<file path="src/rtl/axi_aw_burst_issuer.sv">
// Pops {len_beats, addr} write commands from the awaddr prefetch FIFO and issues them on the
// AXI AW channel as INCR bursts capped at MAX_BURST beats that never cross a 4 KB page.
module axi_aw_burst_issuer #(
    parameter int         ADDR_WIDTH = 28,
    parameter int         LEN_WIDTH  = 16,
    parameter int         DATA_BYTES = 32,
    parameter int         MAX_BURST  = 16,
    parameter logic [3:0] AXI_ID     = 4'd0
) (
    input  logic                            clk,
    input  logic                            rst_n,
    input  logic [LEN_WIDTH+ADDR_WIDTH-1:0] fifo_rd_data,
    input  logic                            fifo_rd_vld,
    output logic                            fifo_rd_en,
    output logic [3:0]                      axi_awid,
    output logic [ADDR_WIDTH-1:0]           axi_awaddr,
    output logic [7:0]                      axi_awlen,
    output logic [2:0]                      axi_awsize,
    output logic [1:0]                      axi_awburst,
    output logic                            axi_awvalid,
    input  logic                            axi_awready,
    output logic                            cmd_done,
    output logic                            busy,
    output logic [1:0]                      state_dbg
);

    localparam int SZ = $clog2(DATA_BYTES);
    // Wide enough for the full command length plus one and for the constant 4096.
    localparam int CW = (LEN_WIDTH + 1 > 14) ? LEN_WIDTH + 1 : 14;

    typedef enum logic [1:0] {
        IDLE  = 2'd0,
        CALC  = 2'd1,
        ISSUE = 2'd2
    } state_t;

    state_t                  state;
    logic [ADDR_WIDTH-1:0]   cur_addr;
    logic [CW-1:0]           rem;
    logic [CW-1:0]           burst;
    logic [CW-1:0]           b2k;
    logic [CW-1:0]           burst_calc;
    logic [CW-1:0]           rem_after;
    logic [LEN_WIDTH-1:0]    cmd_len;
    logic [ADDR_WIDTH-1:0]   cmd_addr;
    logic [ADDR_WIDTH-1:0]   addr_mask;
    logic [ADDR_WIDTH-1:0]   addr_step;
    logic                    pop;

    // FIFO handshake: a command is consumed on any cycle with fifo_rd_vld & fifo_rd_en.
    // AW handshake: axi_awaddr/axi_awlen are held while axi_awvalid is high until axi_awready.
    assign cmd_len    = fifo_rd_data[LEN_WIDTH+ADDR_WIDTH-1:ADDR_WIDTH];
    assign cmd_addr   = fifo_rd_data[ADDR_WIDTH-1:0];
    assign fifo_rd_en = rst_n && (state == IDLE);
    assign pop        = fifo_rd_vld && fifo_rd_en;
    assign addr_mask  = ~ADDR_WIDTH'((1 << SZ) - 1);

    // Beats left before the next 4 KB page; a page-aligned address yields a full page.
    assign b2k = (CW'(4096) - CW'(cur_addr[11:0])) >> SZ;

    always_comb begin
        burst_calc = rem;
        if (burst_calc > CW'(MAX_BURST)) begin
            burst_calc = CW'(MAX_BURST);
        end
        if (burst_calc > b2k) begin
            burst_calc = b2k;
        end
    end

    assign rem_after = rem - burst;
    assign addr_step = ADDR_WIDTH'(burst) << SZ;

    always_ff @(posedge clk or negedge rst_n) begin
        if (!rst_n) begin
            state       <= IDLE;
            cur_addr    <= '0;
            rem         <= '0;
            burst       <= '0;
            axi_awaddr  <= '0;
            axi_awlen   <= '0;
            axi_awvalid <= 1'b0;
            cmd_done    <= 1'b0;
        end else begin
            cmd_done <= 1'b0;
            case (state)
                IDLE: begin
                    if (pop) begin
                        cur_addr <= cmd_addr & addr_mask;
                        rem      <= CW'(cmd_len);
                        if (cmd_len == '0) begin
                            cmd_done <= 1'b1;
                        end else begin
                            state <= CALC;
                        end
                    end
                end
                CALC: begin
                    burst       <= burst_calc;
                    axi_awaddr  <= cur_addr;
                    axi_awlen   <= 8'(burst_calc - CW'(1));
                    axi_awvalid <= 1'b1;
                    state       <= ISSUE;
                end
                ISSUE: begin
                    if (axi_awvalid && axi_awready) begin
                        axi_awvalid <= 1'b0;
                        cur_addr    <= cur_addr + addr_step;
                        rem         <= rem_after;
                        if (rem_after == '0) begin
                            cmd_done <= 1'b1;
                            state    <= IDLE;
                        end else begin
                            state <= CALC;
                        end
                    end
                end
                default: begin
                    state       <= IDLE;
                    axi_awvalid <= 1'b0;
                end
            endcase
        end
    end

    assign axi_awid    = AXI_ID;
    assign axi_awsize  = 3'(SZ);
    assign axi_awburst = 2'b01;
    assign busy        = (state != IDLE);
    assign state_dbg   = state;

endmodule

</file>
<file path="config.mk">
export PLATFORM = sky130hd
export DESIGN_NAME = axi_aw_burst_issuer
export DESIGN_NICKNAME = d
export VERILOG_FILES = /design/src/rtl/axi_aw_burst_issuer.sv
export SDC_FILE = /design/constraint.sdc
export NUM_CORES = 1
export LEC_CHECK = 0
export ABC_CLOCK_PERIOD_IN_PS = 5600
export CORE_ASPECT_RATIO = 1.4
export CORE_MARGIN = 10
export CORE_UTILIZATION = 50
export CTS_CLUSTER_SIZE = 8
export DETAILED_ROUTE_END_ITERATION = 16
export PLACE_DENSITY = 0.75
export SLEW_MARGIN = 20
export SYNTH_ARGS = -nofsm -noshare
export SYNTH_HDL_FRONTEND = slang
export SYNTH_SLANG_ARGS = --single-unit
export TNS_END_PERCENT = 10
</file>
<file path="constraint.sdc">
create_clock -name clk -period 5.6 [get_ports clk]
set_clock_uncertainty 0.15 [all_clocks]
set_input_delay 1.68 -clock clk [delete_from_list [all_inputs] [get_ports clk]]
set_output_delay 1.68 -clock clk [all_outputs]
set_load 0.01 [all_outputs]
</file>
==> flow_summary.yaml <==
yosys:
  yosys_warnings: 0
  synth_seq_cells: 92
  synthArstFlopShare_pct: 100
  synthFlopType: "dfrtp_1"
  syn_area_per_cell_um2: 8.19
  synth_cell_types: 71
  syn_area_um2: 6310
  synth_edf_count: 0
  synthCells: 770
  synth_seq_area_share_pct: 36.5
cells_and_area:
  layout_commonest_cell: "nand2_1"
  instances_no_fill: 992
  drive_gt1_share_pct: 4.99
  fin_area_um2: 7460
  area_delta_synth_final_pct: 18.2
  nets: 931
  diodes: 0
  final_cell_mix: "146 x nand2_1, 92 x dfrtp_1, 78 x clkdlybuf4s50_1, 68 x nor2_1, 49 x a21oi_1"
  n_fill_cell: 1131
sta:
  rsz0062_at_grt: "false"
  tightest_slew_ps: 893
  fin_setup_tns_ps: 0
  fin_crit_ps: 4530
  finalSetupViolCount: 0
  drv_slew: 0
  finalCritPeriodShare_pct: 80.9
  slew_headroom_pct: 40.5
  hold_viol: 0
  fmax_mhz: 221
detailed_routing:
  vias: 5864
  wl_per_cell_um: 18.7
  drt-initial-drc-count: 333
  wl_um: 18500
  dr.pass1.iters: 4
  route.detailed.drc: 0
  viasPerCell: 5.91
  final_antenna_net_count: 0
pwr:
  p_int_mw: 1.01
  power_leakage_nw: 3.65
  clockPowerShare_pct: 45.3
  power_frac_seq_pct: 49.5
  p_per_area_nw_per_um2: 180
  max-vdd-ir-drop_v: 0.000131
  power_switching_mw: 0.330
  comb_power_share_pct: 5.2
  swShare_pct: 24.6
floorplan:
  die_h_um: 153
  start_util_pct: 51.0
  rows: 48
  die_x_um: 115
  die-area_um2: 17600
  ios: 99
  core_area_um2: 12400
job:
  max-cap-violations: 0
cts:
  clockBufferDepth: 2
  cts_tree: "done"
  h-tree-depth: 3
  cts_buffers: 9
  clkLatencyLatePin_ps: 350
  hold_buffers: 0
  cts.sinks: 92
  cts_root_buf: "clkbuf_16"
  ctsResizeCount: 0
  clkTransAtPathRegs_ps: 70
  cts_setup_buffers: 0
global_route:
  grtUsageTotal_pct: 20.9
  grt_pass1_vias: 6094
  overflow: 0
  grt_max_degree: 71
  antenna_found_initial: 0
  grt_pass1_wl_um: 30100
placement:
  place_area_um2: 7170
  port_buffers: 79
  place_hpwl_um: 14100
  place_inst: 976
  place.gp.congestion: 0.945
setup_path:
  cp.required_ps: 3770
  worstPathMaxFanout: 25
  r2r_cells: 15
  cp-end-kind: "primary output"
  critPathKind: "in2out"
  start_kind: "input pin"
  critPathArrivalTime_ps: 2700
hold_path:
  min_path_type: "reg2reg"
  hold_depth: 2
run_status:
  outcome: "finished clean"
logic make-up (layout without fill, tap and decap cells):
| logic type | count (synthesis) | count (layout) | synth area share, % |
|---|---|---|---|
| other | 2 | 17 | 0.119 |
| and+or+nand+nor | 327 | 327 | 23.7 |
| adders and majority gates | 46 | 46 | 9.36 |
| DFF | 92 | 92 | 36.5 |
| AOI/OAI and AO/OA | 197 | 197 | 20.3 |
| buffers and inverters | 76 | 133 | 5.59 |
| xor gates and xnor gates | 26 | 26 | 3.73 |
| muxes | 4 | 4 | 0.655 |
registers in the layout (all words and copies together), names as in the netlist:
| register | cells |
|---|---|
| axi_awaddr | 23 |
| axi_awlen | 8 |
| axi_awvalid | 1 |
| burst | 17 |
| cmd_done | 1 |
| cur_addr | 23 |
| rem | 17 |
| state_dbg | 2 |
final cells by class:
class                           count  area (µm²)  share of cell area (%)
Timing Repair Buffer               86         841                    11.3
Clock inverter                      7        65.1                   0.873
Clock buffer                        9         225                    3.02
Tap cell                          150         188                    2.52
Multi-Input combinational cell    617        3720                    49.9
Inverter                           31         116                    1.56
Sequential cell                    92        2300                    30.9
cells in the mapped netlist, drive strengths merged, types with 15 or more instances:
cell / n / area (µm²)
nand2: 146 / 548
dfrtp: 92 / 2300
nor2: 70 / 263
a21oi: 49 / 245
o21ai: 48 / 244
ha: 44 / 551
inv: 31 / 116
clkbuf: 23 / 86.3
buf: 22 / 150
nand3: 22 / 110
a31oi: 16 / 106
nor3: 15 / 75.1
stage by stage:
stage	hold slack [ps]	setup WS [ps]	utilization, %	total power, mW
final	324	1070	60.3	1.34
after global routing	358	994	60.3	1.38
after CTS	331	1030	60.3	1.35
after detailed placement	311	1030	57.9	0.747
after global placement	311	1040	57.9	0.747
after floorplan	311	1940	-	0.704
power groups by stage:
stage / logic [mW] / clock network [mW] / registers, mW
after floorplan: 0.0262 / 0 / 0.678
after global placement: 0.0693 / 0 / 0.677
after detailed placement: 0.0696 / 0 / 0.677
after CTS: 0.0698 / 0.617 / 0.664
after global routing: 0.0766 / 0.640 / 0.664
final: 0.0693 / 0.608 / 0.664
critical path, cell delays in order:
cell	delay, ps
buf_4	300
and2_1	180
clkdlybuf4s50_1	530
layer usage:
| metal | up-vias | GRT usage (%) | routed length (µm) |
|---|---|---|---|
| met5 | - | 0 | 0 |
| met4 | 0 | 9.22 | 684 |
| met3 | 49 | 3.76 | 853 |
| met2 | 163 | 37.0 | 9620 |
| met1 | 2816 | 23.4 | 7380 |
| li1 | 2836 | - | - |
final timing paths:
check | start | to | slack, ps
setup reg to reg | rem[15] | axi_awlen[6] | 1220
max in group asynchronous | rst_n | axi_awaddr[18] | 3020
hold / removal | axi_awaddr[19] | axi_awaddr[19] | 320
hold reg to reg | axi_awaddr[19] | axi_awaddr[19] | 320
min in group asynchronous | rst_n | axi_awlen[7] | 1070
setup / recovery | rst_n | fifo_rd_en | 1070
No activity file was read; power rests on OpenSTA's default activity.
